==> src/rtl/rx_fc_pkg.sv <==
// Shared definitions for the receive-side flow-control credit tracker.
// Credit type encodings, type index width and UpdateFC state machine states.
package rx_fc_pkg;

    localparam int FC_NUM_TYPES = 6;
    localparam int TYPE_W       = $clog2(FC_NUM_TYPES);

    localparam logic [TYPE_W-1:0] PH   = TYPE_W'(0);
    localparam logic [TYPE_W-1:0] PD   = TYPE_W'(1);
    localparam logic [TYPE_W-1:0] NPH  = TYPE_W'(2);
    localparam logic [TYPE_W-1:0] NPD  = TYPE_W'(3);
    localparam logic [TYPE_W-1:0] CPLH = TYPE_W'(4);
    localparam logic [TYPE_W-1:0] CPLD = TYPE_W'(5);

    typedef enum logic {
        IDLE = 1'b0,
        SEND = 1'b1
    } fc_state_t;

endpackage

==> src/rtl/rx_fc_fifo.sv <==
// Per-type receive buffer with registered read data.
// Pointers carry one wrap bit so full and empty are distinguishable.
module rx_fc_fifo #(
    parameter int DATA_WIDTH = 8,
    parameter int FIFO_DEPTH = 16
) (
    input  logic                  clk,
    input  logic                  rst,
    input  logic                  wr_en,
    input  logic [DATA_WIDTH-1:0] wr_data,
    input  logic                  rd_en,
    output logic [DATA_WIDTH-1:0] rd_data,
    output logic                  empty,
    output logic                  full
);

    localparam int AW = $clog2(FIFO_DEPTH);

    logic [DATA_WIDTH-1:0] mem [FIFO_DEPTH];
    logic [AW:0]           wr_ptr;
    logic [AW:0]           rd_ptr;
    logic                  do_wr;
    logic                  do_rd;

    assign empty = (wr_ptr == rd_ptr);
    assign full  = (wr_ptr[AW] != rd_ptr[AW]) &&
                   (wr_ptr[AW-1:0] == rd_ptr[AW-1:0]);
    assign do_wr = wr_en && !full;
    assign do_rd = rd_en && !empty;

    // Storage array; contents are don't-care while the pointers say empty.
    always_ff @(posedge clk) begin
        if (do_wr) mem[wr_ptr[AW-1:0]] <= wr_data;
    end

    // Pointer advance and registered read-out.
    always_ff @(posedge clk or posedge rst) begin
        if (rst) begin
            wr_ptr  <= '0;
            rd_ptr  <= '0;
            rd_data <= '0;
        end else begin
            if (do_wr) wr_ptr <= wr_ptr + 1'b1;
            if (do_rd) begin
                rd_ptr  <= rd_ptr + 1'b1;
                rd_data <= mem[rd_ptr[AW-1:0]];
            end
        end
    end

endmodule

==> src/rtl/rx_fc_credit_tracker.sv <==
// Receive buffers per credit type plus credit-limit tracking.
// Returned credits are advertised via round-robin UpdateFC requests.
module rx_fc_credit_tracker
    import rx_fc_pkg::*;
#(
    parameter int DATA_WIDTH    = 8,
    parameter int FIFO_DEPTH    = 16,
    parameter int NUM_TYPES     = 6,
    parameter int CREDIT_WIDTH  = 12,
    parameter int UPDATE_PERIOD = 1024
) (
    input  logic                              clk,
    input  logic                              rst,
    input  logic                              in_valid,
    input  logic [TYPE_W-1:0]                 in_type,
    input  logic [DATA_WIDTH-1:0]             in_data,
    output logic                              in_ready,
    input  logic [NUM_TYPES-1:0]              rd_en,
    output logic [NUM_TYPES*DATA_WIDTH-1:0]   rd_data,
    output logic [NUM_TYPES-1:0]              empty,
    output logic [NUM_TYPES-1:0]              full,
    output logic [NUM_TYPES*CREDIT_WIDTH-1:0] credit_limit,
    output logic                              fc_valid,
    output logic [TYPE_W-1:0]                 fc_type,
    output logic [CREDIT_WIDTH-1:0]           fc_credit,
    input  logic                              fc_ready,
    output logic [NUM_TYPES-1:0]              overflow_err,
    output logic                              type_err
);

    logic [NUM_TYPES-1:0]    wr_en;
    logic [NUM_TYPES-1:0]    rd_ok;
    logic [NUM_TYPES-1:0]    pend;
    logic [NUM_TYPES-1:0]    clr;
    logic [CREDIT_WIDTH-1:0] limit_q [NUM_TYPES];
    logic [TYPE_W-1:0]       rr_ptr;
    logic [TYPE_W-1:0]       grant;
    logic [TYPE_W-1:0]       idx;
    logic                    any;
    logic                    type_ok;
    logic                    sel_full;
    logic                    refresh;
    fc_state_t               state;

    // Ingress acceptance: refuse out-of-range types and full buffers.
    always_comb begin
        type_ok  = (32'(in_type) < NUM_TYPES);
        sel_full = 1'b0;
        wr_en    = '0;
        for (int i = 0; i < NUM_TYPES; i++) begin
            if (in_type == TYPE_W'(i)) sel_full = full[i];
        end
        in_ready = type_ok && !sel_full;
        for (int i = 0; i < NUM_TYPES; i++) begin
            wr_en[i] = in_valid && in_ready && (in_type == TYPE_W'(i));
        end
    end

    assign rd_ok = rd_en & ~empty;

    for (genvar i = 0; i < NUM_TYPES; i++) begin : g_type
        rx_fc_fifo #(
            .DATA_WIDTH(DATA_WIDTH),
            .FIFO_DEPTH(FIFO_DEPTH)
        ) u_fifo (
            .clk    (clk),
            .rst    (rst),
            .wr_en  (wr_en[i]),
            .wr_data(in_data),
            .rd_en  (rd_en[i]),
            .rd_data(rd_data[i*DATA_WIDTH +: DATA_WIDTH]),
            .empty  (empty[i]),
            .full   (full[i])
        );
        assign credit_limit[i*CREDIT_WIDTH +: CREDIT_WIDTH] = limit_q[i];
    end

    if (UPDATE_PERIOD > 0) begin : g_tmr
        localparam int TMR_W = (UPDATE_PERIOD > 1) ? $clog2(UPDATE_PERIOD) : 1;
        logic [TMR_W-1:0] timer;
        assign refresh = (timer == TMR_W'(UPDATE_PERIOD - 1));
        // Free-running refresh timer forcing a periodic UpdateFC sweep.
        always_ff @(posedge clk or posedge rst) begin
            if (rst)          timer <= '0;
            else if (refresh) timer <= '0;
            else              timer <= timer + 1'b1;
        end
    end else begin : g_no_tmr
        assign refresh = 1'b0;
    end

    // Credit limits advance only when the consumer frees a buffer slot.
    always_ff @(posedge clk or posedge rst) begin
        if (rst) begin
            for (int i = 0; i < NUM_TYPES; i++) limit_q[i] <= CREDIT_WIDTH'(FIFO_DEPTH);
        end else begin
            for (int i = 0; i < NUM_TYPES; i++) begin
                if (rd_ok[i]) limit_q[i] <= limit_q[i] + 1'b1;
            end
        end
    end

    // Round-robin pick of the first pending type starting at rr_ptr.
    always_comb begin
        grant = '0;
        any   = 1'b0;
        idx   = '0;
        clr   = '0;
        for (int k = 0; k < NUM_TYPES; k++) begin
            idx = TYPE_W'((int'(rr_ptr) + k) % NUM_TYPES);
            if (!any && pend[idx]) begin
                any   = 1'b1;
                grant = idx;
            end
        end
        if (state == IDLE && any) clr[grant] = 1'b1;
    end

    // UpdateFC state machine; new reads re-arm pend even mid-send.
    always_ff @(posedge clk or posedge rst) begin
        if (rst) begin
            state     <= IDLE;
            pend      <= '0;
            rr_ptr    <= '0;
            fc_valid  <= 1'b0;
            fc_type   <= '0;
            fc_credit <= '0;
        end else begin
            pend <= (pend & ~clr) | rd_ok | {NUM_TYPES{refresh}};
            unique case (state)
                IDLE: begin
                    if (any) begin
                        state     <= SEND;
                        fc_valid  <= 1'b1;
                        fc_type   <= grant;
                        fc_credit <= limit_q[grant];
                    end
                end
                SEND: begin
                    if (fc_ready) begin
                        state    <= IDLE;
                        fc_valid <= 1'b0;
                        rr_ptr   <= (fc_type == TYPE_W'(NUM_TYPES - 1)) ?
                                    '0 : fc_type + 1'b1;
                    end
                end
                default: state <= IDLE;
            endcase
        end
    end

    // Sticky error flags for dropped ingress words.
    always_ff @(posedge clk or posedge rst) begin
        if (rst) begin
            overflow_err <= '0;
            type_err     <= 1'b0;
        end else if (in_valid && !in_ready) begin
            if (type_ok) overflow_err <= overflow_err | (NUM_TYPES'(1) << in_type);
            else         type_err     <= 1'b1;
        end
    end

endmodule

==> config.mk <==
export PLATFORM = sky130hd
export DESIGN_NAME = rx_fc_credit_tracker
export DESIGN_NICKNAME = d
export VERILOG_FILES = /design/src/rtl/rx_fc_pkg.sv /design/src/rtl/rx_fc_fifo.sv /design/src/rtl/rx_fc_credit_tracker.sv
export SDC_FILE = /design/constraint.sdc
export NUM_CORES = 1
export LEC_CHECK = 0
export BUFFER_PORTS_ARGS = -buffer_cell sky130_fd_sc_hd__buf_2
export CAP_MARGIN = 40
export CORE_UTILIZATION = 60
export CTS_CLUSTER_DIAMETER = 150
export DETAILED_ROUTE_END_ITERATION = 6
export PLACE_DENSITY = 0.78
export SLEW_MARGIN = 5
export SYNTH_ARGS = -nofsm -noshare
export SYNTH_HDL_FRONTEND = slang
export SYNTH_HIERARCHICAL = 1
export SYNTH_SLANG_ARGS = --single-unit
export TNS_END_PERCENT = 1
==> constraint.sdc <==
create_clock -name clk -period 4.38 [get_ports clk]
set_input_delay 0.219 -clock clk [delete_from_list [all_inputs] [get_ports clk]]
set_output_delay 0.219 -clock clk [all_outputs]
set_load 0.01 [all_outputs]
Word-level counts from Yosys, hierarchy flattened. Memory sizes are Yosys's and may differ from the RTL's. A register that Yosys moved wholly into a read port is not among the register bits. Cells that the tools add are included.

Bitwise operators: 10. Reduce and logical (&&, ||, !) cells: 59. Equality and inequality tests: 27. Div/mod/pow operators: 6. Shift-type cells: 1. Multiplexer cells: 56. $add $sub $neg: 25. Magnitude comparators: 10.

Operators by type and width (count): $mod A32 B4 Y32 const B (5); $add A12 B1 Y12 const B (6); $add A5 B1 Y5 const B (12); $bmux W12 S3 (1); $mux W1 (35); $logic_and A1 B1 Y1 (34); $mod A4 B4 Y32 const B (1); $eq A5 B5 Y1 (6); $lt A3 B4 Y1 const B (7); $eq A4 B4 Y1 (6); $mux W12 (2); $mux W3 (7); $logic_not A1 Y1 (19); $bmux W1 S3 (6); $or A6 B6 Y6 (3); $and A6 B6 Y6 (2); $not A6 Y6 (2); $add A10 B1 Y10 const B (1); $eq A10 B10 Y1 const B (1); $mux W10 (1); $reduce_and A2 Y1 (5); $eq A3 B3 Y1 const B (3); $add A3 B2 Y4 const B (2); $add A3 B3 Y4 const B (2); other kinds (16) (25).

Memories kept: 6. Register bits: 175. Bits of input ports: 21. Bits in writable memories: 768. Logic and storage cells: 227. Output and inout bits: 156.

Memory list: g_type[0].u_fifo.mem (words 16, bits a word 8, read ports 1, clocked after memory_dff 1, wr ports 1, line rx_fc_fifo.sv:19) `logic [DATA_WIDTH-1:0] mem [FIFO_DEPTH];`; g_type[1].u_fifo.mem (words 16, bits a word 8, read ports 1, clocked after memory_dff 1, wr ports 1, line rx_fc_fifo.sv:19); g_type[2].u_fifo.mem (words 16, bits a word 8, read ports 1, clocked after memory_dff 1, wr ports 1, line rx_fc_fifo.sv:19); g_type[3].u_fifo.mem (words 16, bits a word 8, read ports 1, clocked after memory_dff 1, wr ports 1, line rx_fc_fifo.sv:19); g_type[4].u_fifo.mem (words 16, bits a word 8, read ports 1, clocked after memory_dff 1, wr ports 1, line rx_fc_fifo.sv:19); g_type[5].u_fifo.mem (words 16, bits a word 8, read ports 1, clocked after memory_dff 1, wr ports 1, line rx_fc_fifo.sv:19).

Logic depth before layout (Yosys ltp).
Depth in word-level cells: 28. Depth in mapped cells: 19. Depth with buffers taken out: 15.

Hierarchy. The synthesis kept the hierarchy.

By module, submodules not included: rx_fc_fifo (times used 6, area an instance 5958.2 um^2, sequential area each 4294.1 um^2, cells an instance 302); rx_fc_credit_tracker (times used 1, area an instance 6934.2 um^2, sequential area each 2885.3 um^2, cells an instance 719).

Worst setup path after synthesis. OpenSTA, ideal clock, no wires.

Path kind: flip-flop to flip-flop. Start point: reg rr_ptr[1]. End point: reg fc_credit[7]. Setup time: 0.141 ns. Clock period less this slack: 3.733 ns. Cell stages (with the launch flop): 20. Slack: 0.647 ns. Data required time: 4.239 ns. Arrival time: 3.592 ns. Path buffers: 4. Path through: dfrtp_1 > inv_1 > ha_1 > buf_2 > a21oi_2 > inv_1 > ha_1 > inv_1 > a31o_1 > o32ai_1 > nor2_1 > a211o_1 > o221a_1 > buf_6 > a21o_1 > buf_6 > buf_6 > mux2_4 > a21oi_1 > a31oi_1.

Word-level cells in the longest chain between the ends: 23. Elaborated cells between the ends (all ways): 50. Classes of those cells: 5 x add/sub; 6 x div; 27 x mux; 1 x bitwise; 11 x reduce/logical.

RTL lines: start, declared (line rx_fc_credit_tracker.sv:36) `logic [TYPE_W-1:0] rr_ptr;`; start signal, assigned (line rx_fc_credit_tracker.sv:143) `rr_ptr <= (fc_type == TYPE_W'(NUM_TYPES - 1)) ?`; branches (longest 23 deep; another with $mod A32 B4 Y32); end signal, assigned (line rx_fc_credit_tracker.sv:136) `fc_credit <= limit_q[grant];`; end, declared (line rx_fc_credit_tracker.sv:25) `output logic [CREDIT_WIDTH-1:0] fc_credit,`.

Parallel ways; which one is timed is not known. The select of a mux whose other input is x is not followed. A chain may end at the register's enable or synchronous reset.

Worst setup path in the final report.
Start point: reg rr_ptr[0]. End point: reg fc_credit[4].

Same word-level chain as after synthesis.

==> run_summary.xml <==
<?xml version="1.0" encoding="UTF-8"?>
<metrics>
  <group name="yosys">
    <metric name="post-synth-top-area-cell" unit="">sky130_fd_sc_hd__edfxtp_1</metric>
    <metric name="syn-num-nets" unit="">2599</metric>
    <metric name="synth_top_area_share" unit="%">54.0</metric>
    <metric name="yosys.cell_types.count" unit="">76</metric>
    <metric name="synth.avg_cell_area" unit="sq um">16.9</metric>
    <metric name="netlist_area" unit="sq um">42700</metric>
    <metric name="synth_warnings" unit="">6</metric>
    <metric name="synth-edff-count" unit="">768</metric>
    <metric name="async_set_reset_flop_share_out_of_synthesis" unit="%">22.5</metric>
    <metric name="synth.ff_latch_count" unit="">991</metric>
    <metric name="synth_top_area_cells" unit="">sky130_fd_sc_hd__edfxtp_1, sky130_fd_sc_hd__dfrtp_1, sky130_fd_sc_hd__mux4_1, sky130_fd_sc_hd__mux4_2, sky130_fd_sc_hd__mux2_2</metric>
    <metric name="gate_count_post_synth" unit="">2531</metric>
    <metric name="synth_top_flop_cell" unit="">sky130_fd_sc_hd__edfxtp_1</metric>
    <metric name="synth_seq_area_share" unit="%">67.1</metric>
  </group>
  <group name="cells_and_area">
    <metric name="num-nets-final" unit="">2827</metric>
    <metric name="antenna_cells_inserted" unit="">0</metric>
    <metric name="drive_above_1_share" unit="%">22.2</metric>
    <metric name="finish.utilization" unit="%">68.5</metric>
    <metric name="area.growth.synth_to_final" unit="%">12.8</metric>
    <metric name="post-route-cell-area" unit="sq um">48200</metric>
  </group>
  <group name="setup_path">
    <metric name="critical-path-max-stage-delay" unit="ns">0.53</metric>
    <metric name="worstPathRequired" unit="ns">4.90</metric>
    <metric name="critical_path.max_fanout" unit="">16</metric>
    <metric name="timing.critical_path.from_type" unit="">flop</metric>
    <metric name="cp_max_delay_cell" unit="">sky130_fd_sc_hd__dfrtp_2</metric>
    <metric name="worstSetupPathType" unit="">reg2reg</metric>
    <metric name="timing.critical_path.cells" unit="">ha_1 &gt; xor2_2 &gt; inv_1 &gt; ha_1 &gt; nand3b_1 &gt; o221ai_1 &gt; o21ai_0 &gt; o311ai_1 &gt; mux2i_1 &gt; buf_4 &gt; o221a_1 &gt; a21o_1 &gt; buf_4 &gt; mux2i_1 &gt; nor2b_1 &gt; o32a_1</metric>
    <metric name="critical_path_arrival" unit="ns">4.58</metric>
    <metric name="crit_path_end_kind" unit="">flop</metric>
  </group>
  <group name="sta">
    <metric name="grt_setup_unrepaired" unit="">false</metric>
    <metric name="min_period" unit="ns">4.05</metric>
    <metric name="timing.final.crit_share" unit="%">92.6</metric>
    <metric name="finalHoldViolations" unit="">0</metric>
    <metric name="timing.final.setup_violations" unit="">0</metric>
    <metric name="max_slew_violation_count" unit="">0</metric>
    <metric name="timing_worst_slew_pin_value" unit="ns">0.838</metric>
    <metric name="clock-skew-final" unit="ns">0.0355</metric>
    <metric name="setup_total_negative_slack" unit="ns">0</metric>
    <metric name="fin_ws" unit="ns">0.325</metric>
    <metric name="hold_ws" unit="ns">0.0477</metric>
    <metric name="worst_slew_margin_rel" unit="%">44.0</metric>
    <metric name="fmax" unit="MHz">247</metric>
  </group>
  <group name="detailed_routing">
    <metric name="initialDrtViolationCount" unit="">2674</metric>
    <metric name="routed-via-count" unit="">24126</metric>
    <metric name="number_of_remaining_drc_errors" unit="">0</metric>
    <metric name="post_drt_via_cell_ratio" unit="">6.38</metric>
    <metric name="routedWlPerCell" unit="um">25.5</metric>
    <metric name="route.antenna.remaining_nets" unit="">0</metric>
    <metric name="firstDrtPassIters" unit="">6</metric>
    <metric name="postRouteWirelength" unit="mm">96.4</metric>
  </group>
  <group name="die">
    <metric name="core.rowCount" unit="">97</metric>
    <metric name="die_y" unit="um">269</metric>
    <metric name="fp.coreArea" unit="sq um">70300</metric>
    <metric name="floorplan.initialDensity" unit="%">60.7</metric>
    <metric name="die_x" unit="um">269</metric>
    <metric name="ios" unit="">177</metric>
    <metric name="fp.dieArea" unit="sq um">72200</metric>
  </group>
  <group name="global_route">
    <metric name="first_global_vias" unit="">23831</metric>
    <metric name="globalRouteTotalUtil" unit="%">26.8</metric>
    <metric name="grt_first_pass_wirelength" unit="mm">145</metric>
    <metric name="grt_overflow" unit="">0</metric>
    <metric name="grt_max_degree" unit="">85</metric>
    <metric name="antenna_found_initial" unit="">0</metric>
  </group>
  <group name="clock_tree">
    <metric name="cts_tree" unit="">yes</metric>
    <metric name="tritoncts_num_sinks" unit="">991</metric>
    <metric name="clock_tree.buffer_depth" unit="">3</metric>
    <metric name="path_clk_slew" unit="ns">0.06</metric>
    <metric name="insertion_delay" unit="ns">0.66</metric>
    <metric name="cts_root_buffer" unit="">sky130_fd_sc_hd__clkbuf_16</metric>
    <metric name="tritoncts.num_buffers" unit="">99</metric>
    <metric name="cts.htree.levels" unit="">3</metric>
  </group>
  <group name="power_and_ir_drop">
    <metric name="ir_drop_worst_vdd" unit="uV">417</metric>
    <metric name="power_per_cell_area" unit="nW/um^2">642</metric>
    <metric name="leakage" unit="uW">0.0177</metric>
  </group>
  <group name="place">
    <metric name="post_dp_cell_area" unit="sq um">44700</metric>
    <metric name="placement.io_buffers" unit="">176</metric>
    <metric name="routabilityCongestion" unit="">0.898</metric>
    <metric name="pre_cts_ws" unit="ns">0.343</metric>
    <metric name="dp_hpwl" unit="mm">59.8</metric>
  </group>
  <group name="worst_hold_path">
    <metric name="hold_path.class" unit="">in2reg</metric>
  </group>
  <group name="flow_run">
    <metric name="number_of_maximum_capacitance_violations" unit="">0</metric>
  </group>
  <group name="run_status">
    <metric name="run_status" unit="">complete, no violations</metric>
  </group>
</metrics>
Yosys cell counts (all sizes together), types with 5 or more instances:
library cell	n
o211ai	26
a221oi	54
xnor2	126
buf	79
nand2	57
mux2i	116
nand2b	53
nand4	29
ha	47
o2111ai	12
a21oi	16
dfrtp	217
nor2	84
a31oi	16
nor3	15
edfxtp	768
a22o	49
nor2b	52
a31o	18
inv	42
and3	93
a22oi	23
xor2	35
o21ai	27
o32a	7
and2	21
mux2	122
o31ai	5
mux4	144
o21a	9
nand3	57
dfstp	6
clkbuf	58
a21o	5
worst max-delay path, delay by kind of cell (launching register included):
| family | cells | cell delay, ns |
|---|---|---|
| AO/OA/AOI/OAI | 6 | 1.11 |
| flip-flops | 1 | 0.53 |
| adder cells (fa/ha/maj) | 2 | 0.73 |
| AND/OR/NAND/NOR | 2 | 0.27 |
| buffers and inverters | 3 | 0.51 |
| XOR/XNOR | 1 | 0.25 |
| multiplexers | 2 | 0.52 |
stage by stage:
step / power (uW) / cells
floorplan: 19400 / 2531
finish: 30900 / 3782
detailed placement: 22400 / 3580
global route: 32200 / 3782
CTS: 31000 / 3782
global placement: 22100 / 3573
final cells by class:
class                           instances  area, sq um
Clock buffer                          127         2660
Clock inverter                         57          624
Fill cell                            4430        22100
Inverter                               42          160
Multi-Input combinational cell       1361        13100
Sequential cell                       991        28700
Tap cell                              940         1180
Timing Repair Buffer                  264         1750
cells in the final DEF (no fill, tap or decap), types with 23 or more instances in the layout:
master and n:
sky130_fd_sc_hd__nor2b_1 52, sky130_fd_sc_hd__buf_2 168, sky130_fd_sc_hd__dfrtp_1 210, sky130_fd_sc_hd__ha_1 47, sky130_fd_sc_hd__clkbuf_16 101, sky130_fd_sc_hd__nor2_1 84, sky130_fd_sc_hd__clkbuf_1 23, sky130_fd_sc_hd__edfxtp_1 768
sky130_fd_sc_hd__nand3_1 57, sky130_fd_sc_hd__mux4_1 78, sky130_fd_sc_hd__inv_1 41, sky130_fd_sc_hd__mux2i_1 113, sky130_fd_sc_hd__a22o_1 49, sky130_fd_sc_hd__nand2_1 57, sky130_fd_sc_hd__mux4_2 66, sky130_fd_sc_hd__xnor2_1 125
sky130_fd_sc_hd__o211ai_1 26, sky130_fd_sc_hd__nand4_1 23, sky130_fd_sc_hd__buf_4 71, sky130_fd_sc_hd__mux2_2 113, sky130_fd_sc_hd__a221oi_1 54, sky130_fd_sc_hd__and3_1 93, sky130_fd_sc_hd__nand2b_1 53, sky130_fd_sc_hd__xor2_1 34
what timing repair did:
action,4_1_cts,5_1_grt
endpoints found under the hold margin,231,0
buffers inserted,0,0
hold buffers,18,0
resized for setup,0,0
flip-flops by register name (all words and copies together), names as in the netlist, 10 cells and up:
name,cells
g_type.u_fifo/wr_ptr,30
g_type.u_fifo/rd_data,48
credit_limit,72
g_tmr.timer,10
g_type.u_fifo/rd_ptr,30
fc_credit,12
g_type.u_fifo/mem,768
kinds of logic after synthesis:
group                      Yosys count  synth area share, %
and+or+nand+nor                    478                 6.14
DFF                                991                 67.1
AOI/OAI and AO/OA                  293                 5.60
adders and majority gates           47                 1.38
muxes                              382                 14.3
buffers and inverters              179                 2.11
xor gates and xnor gates           161                 3.37
power by group:
part / internal, uW / switching, uW / leakage, uW / total (uW)
clock: 4960 / 3560 / 0.00158 / 8520
sequential: 11000 / 1090 / 0.00958 / 12100
combinational: 4700 / 5580 / 0.00657 / 10300
metal layers:
| layer | track usage (%) | part of all wire, % | vias up | wire, um |
|---|---|---|---|---|
| met1 | 37.4 | 42 | 12401 | 40000 |
| met5 | 0 | 0 | - | 0 |
| met4 | 8.28 | 2.5 | 0 | 2380 |
| met3 | 3.77 | 7.2 | 165 | 6970 |
| li1 | - | - | 10456 | - |
| met2 | 44.0 | 49 | 1104 | 47000 |
path summary, 6_finish.rpt:
check,startpoint,to,slack (ns),cells after the start
hold reg to reg,g_tmr.timer[4],g_tmr.timer[4],0.47,1
setup reg to reg,rr_ptr[0],fc_credit[4],0.33,16
min in group asynchronous,rst,g_type[5].u_fifo/wr_ptr[4],0.48,4
hold / removal,in_data[6],g_type[0].u_fifo/mem[1][6],0.05,1
setup / recovery,rr_ptr[0],fc_credit[4],0.33,16
max in group asynchronous,rst,credit_limit[52],2.79,5
(Power assumes the default switching activity.)
